<file path="src/rtl/text_pkg.sv">
// text_pkg: shared definitions for the VGA alarm-clock text overlay.
//   - display mode encoding (2-bit state of the mode FSM)
//   - colour width and default colour constants
//   - small helpers for the mode sequence
package text_pkg;

    localparam int COLOR_W = 12;

    localparam logic [1:0] MODE_TIME_VIEW  = 2'd0;
    localparam logic [1:0] MODE_ALARM_VIEW = 2'd1;
    localparam logic [1:0] MODE_SET_TIME   = 2'd2;
    localparam logic [1:0] MODE_SET_ALARM  = 2'd3;

    localparam logic [COLOR_W-1:0] DEF_COLOR_BG    = 12'h000;
    localparam logic [COLOR_W-1:0] DEF_COLOR_TEXT  = 12'hFFF;
    localparam logic [COLOR_W-1:0] DEF_COLOR_DIGIT = 12'h0F0;
    localparam logic [COLOR_W-1:0] DEF_COLOR_ALARM = 12'hF00;

    // TIME_VIEW -> ALARM_VIEW -> SET_TIME -> SET_ALARM -> TIME_VIEW
    function automatic logic [1:0] next_mode(input logic [1:0] m);
        logic [1:0] n;
        case (m)
            MODE_TIME_VIEW:  n = MODE_ALARM_VIEW;
            MODE_ALARM_VIEW: n = MODE_SET_TIME;
            MODE_SET_TIME:   n = MODE_SET_ALARM;
            default:         n = MODE_TIME_VIEW;
        endcase
        return n;
    endfunction

    function automatic logic is_set_mode(input logic [1:0] m);
        return (m == MODE_SET_TIME) || (m == MODE_SET_ALARM);
    endfunction

endpackage

</file>
<file path="src/rtl/blink_timer.sv">
// blink_timer: frame-counting blink phase generator.
// Ports:
//   clk, reset      clock, async active-high reset
//   i_frame_start   one-cycle frame strobe; advances the frame count
//   i_restart       forces count=0, phase=1 (wins over i_frame_start)
//   o_blink_ph      blink phase, 1 = on half-period
// Only built when TEXT_BLINK_EN is defined.
module blink_timer #(
    parameter int BLINK_FRAMES = 30
) (
    input  logic clk,
    input  logic reset,
    input  logic i_frame_start,
    input  logic i_restart,
    output logic o_blink_ph
);

    localparam int CW = (BLINK_FRAMES > 1) ? $clog2(BLINK_FRAMES) : 1;
    localparam logic [CW-1:0] LAST = CW'(BLINK_FRAMES - 1);

    logic [CW-1:0] r_blink_cnt;
    logic          r_blink_ph;

    always_ff @(posedge clk or posedge reset) begin
        if (reset) begin
            r_blink_cnt <= '0;
            r_blink_ph  <= 1'b1;
        end else if (i_restart) begin
            r_blink_cnt <= '0;
            r_blink_ph  <= 1'b1;
        end else if (i_frame_start) begin
            if (r_blink_cnt == LAST) begin
                r_blink_cnt <= '0;
                r_blink_ph  <= ~r_blink_ph;
            end else begin
                r_blink_cnt <= r_blink_cnt + 1'b1;
            end
        end
    end

    assign o_blink_ph = r_blink_ph;

endmodule

</file>
<file path="src/rtl/text_layer_sched.sv">
// text_layer_sched: frame-synchronous controller for the text overlay.
// Owns the display-mode FSM, the frame-sampled alarm ON/OFF select and
// the blink timer, and merges the glyph strobes into a registered pixel.
// Optional feature macro: TEXT_BLINK_EN (blink counter, SET-mode digit
// blanking and alarm flash); when undefined the blink phase is held at 1.
// Ports:
//   clk, reset       clock, async active-high reset
//   p_tick           pixel-rate strobe; rgb and frame logic advance only on it
//   video_on         visible-area flag
//   pixel_x/pixel_y  current pixel coordinate (10 bits each)
//   mode_btn         single-cycle press, latched even without p_tick
//   alarm_en         alarm armed status, sampled at frame start
//   alarm_ring       alarm ringing level
//   time_text_on, alarm_text_on, digit_on   glyph "on" strobes
//   mode             current mode (FSM state)
//   alarm_text_en    frame-stable copy of alarm_en
//   frame_start      p_tick at pixel (0,0), combinational
//   rgb              registered 12-bit pixel colour
// Handshake: p_tick is a qualifier, not a valid/ready pair; the pixel
// presented with p_tick=1 appears on rgb after that edge and holds until
// the next p_tick.
module text_layer_sched
    import text_pkg::*;
#(
    parameter int                 BLINK_FRAMES = 30,
    parameter logic [COLOR_W-1:0] COLOR_BG     = DEF_COLOR_BG,
    parameter logic [COLOR_W-1:0] COLOR_TEXT   = DEF_COLOR_TEXT,
    parameter logic [COLOR_W-1:0] COLOR_DIGIT  = DEF_COLOR_DIGIT,
    parameter logic [COLOR_W-1:0] COLOR_ALARM  = DEF_COLOR_ALARM
) (
    input  logic               clk,
    input  logic               reset,
    input  logic               p_tick,
    input  logic               video_on,
    input  logic [9:0]         pixel_x,
    input  logic [9:0]         pixel_y,
    input  logic               mode_btn,
    input  logic               alarm_en,
    input  logic               alarm_ring,
    input  logic               time_text_on,
    input  logic               alarm_text_on,
    input  logic               digit_on,
    output logic [1:0]         mode,
    output logic               alarm_text_en,
    output logic               frame_start,
    output logic [COLOR_W-1:0] rgb
);

    if (BLINK_FRAMES < 2) begin : g_bad_blink_frames
        $error("BLINK_FRAMES must be at least 2");
    end

    logic [1:0]         r_mode;
    logic               r_pending;
    logic               r_alarm_text_en;
    logic [COLOR_W-1:0] r_rgb;
    logic               w_frame_start;
    logic               w_mode_adv;
    logic               w_blink_ph;
    logic               w_digit;
    logic               w_time_lbl;
    logic               w_alarm_lbl;
    logic [COLOR_W-1:0] w_pixel;

    assign w_frame_start = p_tick && (pixel_x == 10'd0) && (pixel_y == 10'd0);

    // A press on the frame_start cycle itself counts as already pending.
    assign w_mode_adv = w_frame_start && (r_pending || mode_btn);

    always_ff @(posedge clk or posedge reset) begin
        if (reset) begin
            r_mode          <= MODE_TIME_VIEW;
            r_pending       <= 1'b0;
            r_alarm_text_en <= 1'b0;
        end else if (w_frame_start) begin
            r_alarm_text_en <= alarm_en;
            r_pending       <= 1'b0;
            if (w_mode_adv) begin
                r_mode <= next_mode(r_mode);
            end
        end else if (mode_btn) begin
            r_pending <= 1'b1;
        end
    end

`ifdef TEXT_BLINK_EN
    logic r_ring_d;
    logic w_restart;

    // Ring edge is tracked every clock so it is seen even between p_ticks.
    always_ff @(posedge clk or posedge reset) begin
        if (reset) begin
            r_ring_d <= 1'b0;
        end else begin
            r_ring_d <= alarm_ring;
        end
    end

    assign w_restart = w_mode_adv || (alarm_ring && !r_ring_d);

    blink_timer #(
        .BLINK_FRAMES (BLINK_FRAMES)
    ) u_blink_timer (
        .clk           (clk),
        .reset         (reset),
        .i_frame_start (w_frame_start),
        .i_restart     (w_restart),
        .o_blink_ph    (w_blink_ph)
    );
`else
    assign w_blink_ph = 1'b1;
`endif

    assign w_time_lbl  = time_text_on &&
                         ((r_mode == MODE_TIME_VIEW) || (r_mode == MODE_SET_TIME));
    assign w_alarm_lbl = alarm_text_on &&
                         ((r_mode == MODE_ALARM_VIEW) || (r_mode == MODE_SET_ALARM));
    // Digits blank during the off phase only while editing.
    assign w_digit     = digit_on && !(is_set_mode(r_mode) && !w_blink_ph);

    always_comb begin
        w_pixel = COLOR_BG;
        if (!video_on) begin
            w_pixel = '0;
        end else if (w_digit) begin
            w_pixel = (alarm_ring && w_blink_ph) ? COLOR_ALARM : COLOR_DIGIT;
        end else if (w_time_lbl || w_alarm_lbl) begin
            w_pixel = COLOR_TEXT;
        end
    end

    always_ff @(posedge clk or posedge reset) begin
        if (reset) begin
            r_rgb <= '0;
        end else if (p_tick) begin
            r_rgb <= w_pixel;
        end
    end

    assign mode          = r_mode;
    assign alarm_text_en = r_alarm_text_en;
    assign frame_start   = w_frame_start;
    assign rgb           = r_rgb;

endmodule

</file>
<file path="config.mk">
export PLATFORM = sky130hd
export DESIGN_NAME = text_layer_sched
export DESIGN_NICKNAME = d
export VERILOG_FILES = /design/src/rtl/text_pkg.sv /design/src/rtl/blink_timer.sv /design/src/rtl/text_layer_sched.sv
export SDC_FILE = /design/constraint.sdc
export NUM_CORES = 1
export LEC_CHECK = 0
export ABC_CLOCK_PERIOD_IN_PS = 2100
export BUFFER_PORTS_ARGS = -buffer_cell sky130_fd_sc_hd__clkbuf_2
export CORE_MARGIN = 2
export CORE_UTILIZATION = 38
export DETAILED_ROUTE_END_ITERATION = 7
export PLACE_DENSITY_LB_ADDON = 0.3
export SYNTH_ARGS = -nofsm -noshare
export SYNTH_HDL_FRONTEND = slang
export SYNTH_SLANG_ARGS = --single-unit
</file>
<file path="constraint.sdc">
create_clock -name clk -period 2.1 [get_ports clk]
set_clock_uncertainty 0.05 [all_clocks]
set_input_delay 0.63 -clock clk [delete_from_list [all_inputs] [get_ports clk]]
set_output_delay 0.63 -clock clk [all_outputs]
set_load 0.01 [all_outputs]
</file>
==> run_results.csv, run 1 <==
group,metric,value,unit
outcome,status,"finished, final reports clean",
sta,tightest_slew,0.2608,ns
route,vias_per_cell,4.783,
critical_path,critPathArrivalTime,1.40,ns
critical_path,worst-r2r-setup-slack,0.56,ns
sta,tns,0,ns
route,ant_nets,0,
route,wl_per_cell,10.95,um
hold_path,hold_class,"input port to async pin",
clock_network,cts_root_buf,"clkbuf_4",
sta,finalHoldViolCount,0,
clock_network,cts_made_buffers,3,
floorplanning,die_h,40.47,um
flow_run,maxCapViolations,0,
synth,seq_area_frac_synth,34.65,%
synth,synth-edff-count,0,
synth,avgSynthCellArea,9.537,um^2
placement,numPortBuffers,45,
synth,mappedNetlistArea,505.5,um^2
placement,globalplace.congestion,0.7476,
sta,rsz0062_at_grt,"true",
sta,period_share,99.07,%
grt,first_global_vias,484,
grt,grt_pass1_wl,1642,um
critical_path,cp.required,1.42,ns
grt,gr-usage-all-layers,15.86,%
route,drt_wl_total,1259,um
synth,synth.distinct_cells,19,
clock_network,numClockSinks,7,
sta,fmax,0.4807,GHz
synth,synth-seq-cells,7,
floorplanning,die_w,40.47,um
grt,antenna_found_initial,0,
layout,fin_nets,136,
synth,synth.top_cell.area_share,34.65,%
grt,grt-ovfl-total,0,
synth,netlist_top_cells_count,"buf_4 (9), dfrtp_1 (7), inv_1 (6)",
floorplanning,core_area,0.001269,mm^2
layout,final_util,65.48,%
grt,grt_max_degree,8,
pwr,ir_drop,0.0001962,V
critical_path,r2r_cells,6,
route,drt_first_pass_iters,4,
layout,syn_to_final_growth,64.36,%
critical_path,startpoint_type,"input port",
critical_path,crit_fanout,2,
clock_network,cts.path.max_buffers,2,
clock_network,cts_tree,"yes",
layout,final_layout_size_suffix_gt1_share,62.00,%
clock_network,clkLatencyLatePin,0.25,ns
floorplanning,io_pins,46,
route,drt_iter0_drc,2,
placement,post-dp-hpwl,978.2,um
sta,finalCriticalPeriod,2.080,ns
clock_network,clk_pin_slew,0.05,ns
sta,slew-limit-headroom,82.43,%
synth,synth_nets,88,
synth,synthTopCellsByArea,"dfrtp_1 (35%), buf_4 (13%), ha_1 (12%)",
clock_network,cts_max_level,1,
synth,synth_top_area_cell,"dfrtp_1",
sta,drv_slew,0,
pwr,p_leak,0.4537,nW
critical_path,path_class,"input port to output pin",
floorplanning,die_area,0.001638,mm^2
synth,ys.flop_type,"dfrtp_1",
route,drc_errors,0,
synth,synthArstFlopShare,100.0,%
route,num_vias,550,
floorplanning,row_count,13,
synth,netlist_instances,53,
floorplanning,floorplan.initialDensity,39.84,%
synth,yosysMostFrequentCell,"buf_4",
pwr,p_per_area,419.8,mW/mm^2
sta,setup_violations,0,
synth,synth_warnings,0,
layout,diodes,0,
sta,holdWs,0.2322,ns
critical_path,critPathCaptureType,"output pin",
## power breakdown
part | switching [W] | internal [W]
Combinational | 0.0000410 | 0.0000436
Sequential | 0.00000509 | 0.000140
Clock | 0.0000470 | 0.0000723
## layer usage
layer | part of all wire [%] | up-vias | routed length [um] | track usage (%)
li1 | - | 268 | - | -
met1 | 36 | 235 | 458 | 12.93
met2 | 49 | 43 | 620 | 32.54
met3 | 12 | 4 | 152 | 3.333
met4 | 2.2 | 0 | 28 | 10.00
met5 | 0 | - | 0 | 0
## final timing paths
path	start	end
worst max-delay path	pixel_y[4]	frame_start
min in group clk	alarm_text_en	alarm_text_en
worst min-delay path	reset	mode[1]
worst max register to register	mode[0]	rgb[10]
worst min register to register	alarm_text_en	alarm_text_en
max in group asynchronous	reset	r_pending
## worst max-delay path, stage by stage
cell	delay, ns
buf_6	0.10
nor4_4	0.25
nand4_1	0.15
nor2_2	0.13
buf_2	0.14
## flip-flops by register name, summed over array words and instances, names as in the netlist
name / cells
rgb: 3
mode: 2
alarm_text_en: 1
r_pending: 1
## repair_timing
item	CTS	global route
hold buffers	0	0
setup endpoints to repair	1	2
setup buffers	3	1
resized for setup	1	12
pin swaps	2	7
## metrics by stage
step                      area [um^2]  cells  setup WS [ns]   power, W
final                           830.8    115        0.01953  0.0003488
after detailed placement        711.9    108       -0.05507  0.0002211
after global routing            830.8    115       -0.05199  0.0003713
after global placement          711.9    108      -0.009468  0.0002192
after CTS                       767.0    115       -0.02774  0.0003399
after floorplan                 505.5     53         0.1389  0.0001898
## cell usage in the layout (no fill, tap or decap), types with 2 or more instances in the layout
cell,instances
buf_4,7
buf_6,3
clkbuf_2,41
clkbuf_4,3
dfrtp_1,7
ha_1,5
inv_1,6
nand2_1,3
nor2_1,2
nor4_4,3
o21ai_0,4
o22ai_1,2
## cell families (layout without fill, tap and decap cells)
group | Yosys count | count (layout) | share of synthesized area, %
AOI/OAI and AO/OA | 8 | 8 | 9.901
adders and majority gates | 5 | 5 | 12.38
buffers and inverters | 15 | 62 | 17.82
DFF | 7 | 7 | 34.65
muxes | 3 | 3 | 6.435
and+or+nand+nor | 15 | 15 | 18.81
## area by class of cell
class	count	area, um^2
well taps	15	18.77
multi-input cells	31	291.5
repair buffers	52	296.5
flip-flops and latches	7	175.2
fillers	104	437.9
inverters	6	22.52
clock buffers	4	26.28
Note: power is estimated with default switching activity, not from simulation.
==> run 2, diff against run 1 <==
--- a/config.mk
+++ b/config.mk
@@ -5,12 +5,12 @@
 export SDC_FILE = /design/constraint.sdc
 export NUM_CORES = 1
 export LEC_CHECK = 0
-export ABC_CLOCK_PERIOD_IN_PS = 2100
+export ABC_CLOCK_PERIOD_IN_PS = 2600
 export BUFFER_PORTS_ARGS = -buffer_cell sky130_fd_sc_hd__clkbuf_2
 export CORE_MARGIN = 2
 export CORE_UTILIZATION = 38
 export DETAILED_ROUTE_END_ITERATION = 7
-export PLACE_DENSITY_LB_ADDON = 0.3
+export PLACE_DENSITY = 0.79
 export SYNTH_ARGS = -nofsm -noshare
 export SYNTH_HDL_FRONTEND = slang
 export SYNTH_SLANG_ARGS = --single-unit
==> constraint.sdc (replaced) <==
create_clock -name clk -period 2.6 [get_ports clk]
set_clock_uncertainty 0.05 [all_clocks]
set_input_delay 0.78 -clock clk [delete_from_list [all_inputs] [get_ports clk]]
set_output_delay 0.78 -clock clk [all_outputs]
set_load 0.01 [all_outputs]
==> run 2 against run 1 <==
Net effect: critical path depth stayed put; largest cell class is now multi-input gates; largest power group unchanged; critical endpoint unchanged; critical path type unchanged; hold slack improved by 0.14 ns; via count down 5.6%.
==> run_results.csv, run 2 (synthesis results as in run 1) <==
group,metric,value,unit
outcome,status,"finished, final reports clean",
clock_network,cts_root_buf,"clkbuf_4",
pwr,p_switching,0.00007031,W
placement,globalplace.congestion,0.7023,
layout,largest_reg_flops,3,
clock_network,cts_tree,"yes",
clock_network,numClockSinks,7,
clock_network,cts_max_level,1,
critical_path,startpoint_type,"input port",
critical_path,crit_family,"simple AND/OR/NAND/NOR gates",
sta,tns,0,ns
critical_path,rr_endpoint,"rgb[7]",
hold_path,hold_class,"input port to async pin",
pwr,ir_drop,0.0002346,V
flow_run,maxCapViolations,0,
sta,finalCriticalPeriod,2.414,ns
critical_path,cp_common_cell,"clkbuf_2",
critical_path,critPathArrivalTime,1.58,ns
clock_network,cts_made_buffers,3,
pwr,power_frac_comb,21.3,%
floorplanning,die_h,40.47,um
route,drt_first_pass_iters,2,
critical_path,path_class,"input port to output pin",
clock_network,cts_hold_buf,0,
critical_path,worst-r2r-setup-slack,1.08,ns
floorplanning,row_count,13,
clock_network,clk_pin_slew,0.05,ns
layout,final_common_cell,"clkbuf_2",
sta,layout_setup_ws,0.1865,ns
critical_path,critPathMaxStageDelay,0.25,ns
pwr,p_per_area,380.2,mW/mm^2
critical_path,slowest_stage,"nor4_2",
clock_network,cts_setup_buffers,0,
clock_network,cts.path.max_buffers,2,
grt,antenna_found_initial,0,
floorplanning,io_pins,46,
route,drt_iter0_drc,1,
route,num_vias,519,
layout,final_cell_mix,"clkbuf_2 (45), dfrtp_1 (7), inv_1 (6), ha_1 (5), o21ai_0 (4)",
floorplanning,die_w,40.47,um
clock_network,cts_resized,0,
grt,grt_pass1_wl,1435,um
pwr,p_clk_share,35.7,%
sta,setup_violations,0,
route,drc_errors,0,
grt,grt-ovfl-total,0,
floorplanning,core_area,0.001269,mm^2
placement,dpl_worst_slack,0.1724,ns
sta,drv_slew,0,
critical_path,cp.required,1.77,ns
clock_network,clkLatencyLatePin,0.25,ns
floorplanning,die_area,0.001638,mm^2
sta,rsz0062_at_grt,"false",
placement,numPortBuffers,45,
route,vias_per_cell,4.761,
pwr,p_leak,0.4120,nW
critical_path,r2r_cells,6,
critical_path,critPathCaptureType,"output pin",
layout,final_layout_size_suffix_gt1_share,55.32,%
layout,fill_cells,118,
route,wl_per_cell,9.413,um
critical_path,crit_chain,"clkbuf_2 > nor4_2 > nand4_1 > nor2_1 > clkbuf_2",
placement,post-dp-hpwl,928.3,um
pwr,internal_power,0.0002018,W
critical_path,critPathBufInv,2,
grt,gr-usage-all-layers,13.84,%
sta,period_share,92.83,%
pwr,switching_share,25.84,%
sta,slew-limit-headroom,83.23,%
route,drt_wl_total,1026,um
critical_path,crit_fanout,2,
floorplanning,floorplan.initialDensity,39.84,%
grt,grt_max_degree,8,
grt,first_global_vias,388,
critical_path,reg2reg_from,"mode[0]",
layout,syn_to_final_growth,41.58,%
route,ant_nets,0,
pwr,p_seq_share,43.0,%
layout,fin_nets,130,
sta,fmax,0.4143,GHz
sta,finalHoldViolCount,0,
layout,diodes,0,
sta,tightest_slew,0.2489,ns
## run 2: worst max-delay path by stage
| stage | from | end | slack (ns) | cells past startpoint |
|---|---|---|---|---|
| 2_1_floorplan | pixel_x[5] | frame_start | 0.34 | 3 |
| 3_3_place_gp | pixel_x[0] | frame_start | 0.18 | 5 |
| 3_5_place_dp | pixel_y[3] | frame_start | 0.17 | 5 |
| 4_1_cts | pixel_y[3] | frame_start | 0.17 | 5 |
| 5_1_grt | pixel_y[3] | frame_start | 0.08 | 5 |
| 6_report | pixel_y[3] | frame_start | 0.19 | 5 |
## run 2: worst reg2reg max path: stages, from the launching register on
cell,delay [ns]
dfrtp_1,0.42
inv_1,0.10
ha_1,0.21
o21ai_0,0.15
nand2_1,0.08
o21ai_0,0.23
o22ai_1,0.13
## run 2: power by group through the flow
stage | Combinational (W) | Sequential, W | Clock (W)
3_5_place_dp | 0.0000590 | 0.000119 | 0
5_1_grt | 0.0000654 | 0.000118 | 0.000113
2_1_floorplan | 0.0000328 | 0.000121 | 0
6_report | 0.0000579 | 0.000117 | 0.0000971
4_1_cts | 0.0000591 | 0.000117 | 0.000103
3_3_place_gp | 0.0000579 | 0.000118 | 0
## run 2: cell type report
type	count	area, um^2	area share (%)
tap	15	18.77	2.622
timing repair buffer	46	232.7	32.52
clock buffer	4	26.28	3.671
inverter	6	22.52	3.147
multi-input combinational	31	240.2	33.57
sequential	7	175.2	24.48
## run 2: metrics by stage
stage / std cells / util (%) / hold slack, ns / instance area [um^2] / power (W)
after floorplan: 53 / - / 0.4089 / 505.5 / 0.0001533
after global placement: 105 / 54.34 / 0.4202 / 689.4 / 0.0001764
after detailed placement: 105 / 54.34 / 0.4286 / 689.4 / 0.0001779
after CTS: 109 / 56.41 / 0.3782 / 715.7 / 0.0002794
after global routing: 109 / 56.41 / 0.3865 / 715.7 / 0.0002966
final: 109 / 56.41 / 0.3767 / 715.7 / 0.0002721
## run 2: layer usage
metal,routed length (um),vias to the layer above,track usage [%]
met1,368,223,11.74
li1,-,256,-
met5,0,-,0
met3,129,2,5.000
met2,520,38,26.98
met4,8,0,7.500
==> run 3, diff against run 2 <==
--- a/config.mk
+++ b/config.mk
@@ -5,7 +5,7 @@
 export SDC_FILE = /design/constraint.sdc
 export NUM_CORES = 1
 export LEC_CHECK = 0
-export ABC_CLOCK_PERIOD_IN_PS = 2600
+export ABC_CLOCK_PERIOD_IN_PS = 3000
 export BUFFER_PORTS_ARGS = -buffer_cell sky130_fd_sc_hd__clkbuf_2
 export CORE_MARGIN = 2
 export CORE_UTILIZATION = 38
==> constraint.sdc (replaced) <==
create_clock -name clk -period 3 [get_ports clk]
set_clock_uncertainty 0.05 [all_clocks]
set_input_delay 0.9 -clock clk [delete_from_list [all_inputs] [get_ports clk]]
set_output_delay 0.9 -clock clk [all_outputs]
set_load 0.01 [all_outputs]
==> run 3 against run 2 <==
Net effect: utilization down 0.59 points; first-iteration DRC count down 100%; sequential share of layout area up 0.26 points; design area down 1.0%; clock power down 15%; register-to-register slack better by 0.43 ns; largest cell class unchanged; total power down 14%; sequential power down 14%; critical endpoint unchanged; via count up 1.2%; count of clock-buffer cells in the layout unchanged.
==> run_results.csv, run 3 (synthesis results as in run 1) <==
group,metric,value,unit
layout,finalNonFillerCells,108,
pwr,power_frac_comb,21.6,%
clock_network,cts.path.max_buffers,2,
sta,tns,0,ns
floorplanning,core_area,0.001269,mm^2
placement,globalplace.congestion,0.7541,
clock_network,numClockSinks,7,
route,drt_iter0_drc,0,
floorplanning,io_pins,46,
outcome,status,"finished, final reports clean",
pwr,p_seq_share,43.2,%
layout,multi_input_area,240.2,um^2
clock_network,cts_tree,"yes",
layout,fin_area,708.2,um^2
route,ant_nets,0,
critical_path,critPathArrivalTime,1.81,ns
sta,slew-limit-headroom,82.48,%
route,drc_errors,0,
critical_path,path_class,"input port to output pin",
layout,largest_reg_flops,3,
layout,fin_nets,129,
pwr,p_per_area,330.9,mW/mm^2
critical_path,cp.required,2.05,ns
pwr,power,0.0002344,W
critical_path,startpoint_type,"input port",
sta,rsz0062_at_grt,"false",
placement,post_dp_cell_area,681.9,um^2
sta,fmax,0.3621,GHz
sta,tightest_slew,0.2625,ns
route,drt_first_pass_iters,1,
grt,grt_pass1_wl,1442,um
grt,gr-usage-all-layers,14.20,%
pwr,p_clk_share,35.2,%
layout,final_cell_mix,"clkbuf_2 (45), dfrtp_1 (7), inv_1 (6), ha_1 (5), o21ai_0 (4)",
critical_path,crit_chain,"clkbuf_2 > nor4_1 > nand3b_1 > nor2_1 > clkbuf_2",
grt,grt-ovfl-total,0,
placement,dp.cells,104,
layout,register_area,175.2,um^2
sta,finalCriticalPeriod,2.762,ns
route,num_vias,525,
floorplanning,row_count,13,
grt,first_global_vias,396,
clock_network,cts_root_buf,"clkbuf_4",
sta,drv_slew,0,
critical_path,crit_family,"simple AND/OR/NAND/NOR gates",
layout,syn_to_final_growth,40.10,%
grt,grt_max_degree,8,
critical_path,slowest_stage,"nor4_1",
route,wl_per_cell,9.481,um
grt,antenna_found_initial,0,
critical_path,critPathMaxStageDelay,0.28,ns
layout,diodes,0,
floorplanning,floorplan.initialDensity,39.84,%
pwr,ir_drop,0.0001846,V
hold_path,hold_class,"flop to flop",
flow_run,maxCapViolations,0,
pwr,p_leak,0.4065,nW
clock_network,clk_pin_slew,0.05,ns
clock_network,clkLatencyLatePin,0.24,ns
clock_network,cts_made_buffers,3,
clock_network,cts_setup_buffers,0,
critical_path,cp_common_cell,"clkbuf_2",
layout,fill_cells,119,
critical_path,crit_fanout,3,
floorplanning,die_area,0.001638,mm^2
pwr,p_switching,0.00005955,W
sta,setup_violations,0,
sta,finalHoldViolCount,0,
critical_path,critPathBufInv,2,
floorplanning,die_h,40.47,um
placement,post-dp-hpwl,961.2,um
clock_network,cts_hold_buf,0,
layout,final_common_cell,"clkbuf_2",
floorplanning,die_w,40.47,um
pwr,switching_share,25.41,%
clock_network,cts_max_level,1,
layout,final_layout_size_suffix_gt1_share,54.84,%
route,drt_wl_total,1024,um
critical_path,critPathCaptureType,"output pin",
route,vias_per_cell,4.861,
sta,period_share,92.05,%
layout,final_util,55.82,%
clock_network,cts_resized,0,
pwr,internal_power,0.0001748,W
placement,numPortBuffers,45,
-- run 3: changes by cell type in the layout (fill, tap and decap cells not counted) --
cell	before	now
buf_4	1	0
-- run 3: layout make-up --
| class | instances | share of cell area [%] |
|---|---|---|
| multi-input combinational | 31 | 33.92 |
| timing repair buffer | 45 | 31.80 |
| sequential | 7 | 24.73 |
| clock buffer | 4 | 3.710 |
| inverter | 6 | 3.180 |
| tap | 15 | 2.650 |
-- run 3: worst paths after layout --
kind	to	slack [ns]	depth (start not counted)	startpoint
setup reg to reg	rgb[10]	1.51	6	mode[0]
setup / recovery	frame_start	0.24	5	pixel_x[0]
hold reg to reg	r_pending	0.43	2	r_pending
min in group asynchronous	r_pending	0.50	2	reset
max in group asynchronous	alarm_text_en	2.19	2	reset
hold / removal	r_pending	0.43	2	r_pending
-- run 3: per-layer routing --
layer  GRT usage, %  vias to the layer above  part of all wire, %
met5              0                        -                    0
met4          7.500                        0                 0.59
met3          6.667                        2                   12
met1          12.12                      232                   35
li1               -                      255                    -
met2          26.59                       36                   52
-- run 3: power by group through the flow --
| stage | clock network, W | logic, W | registers (W) |
|---|---|---|---|
| finish | 0.0000825 | 0.0000505 | 0.000101 |
| detailed placement | 0 | 0.0000513 | 0.000103 |
| global placement | 0 | 0.0000505 | 0.000103 |
| CTS | 0.0000861 | 0.0000514 | 0.000102 |
| global route | 0.0000921 | 0.0000570 | 0.000102 |
| floorplan | 0 | 0.0000284 | 0.000104 |
-- run 3: stage by stage --
| stage | worst slack [ns] | hold WS (ns) |
|---|---|---|
| floorplan | 0.4989 | 0.4089 |
| global placement | 0.2774 | 0.4299 |
| detailed placement | 0.2403 | 0.4310 |
| CTS | 0.2007 | 0.4416 |
| global route | 0.1398 | 0.4579 |
| finish | 0.2385 | 0.4324 |
-- run 3: worst reg2reg max path: cells and delay by family (launching register included) --
family,cells,cell delay [ns]
AOI/OAI and AO/OA,3,0.50
adders and majority gates,1,0.21
DFF,1,0.41
and+or+nand+nor,1,0.08
buffers and inverters,1,0.10
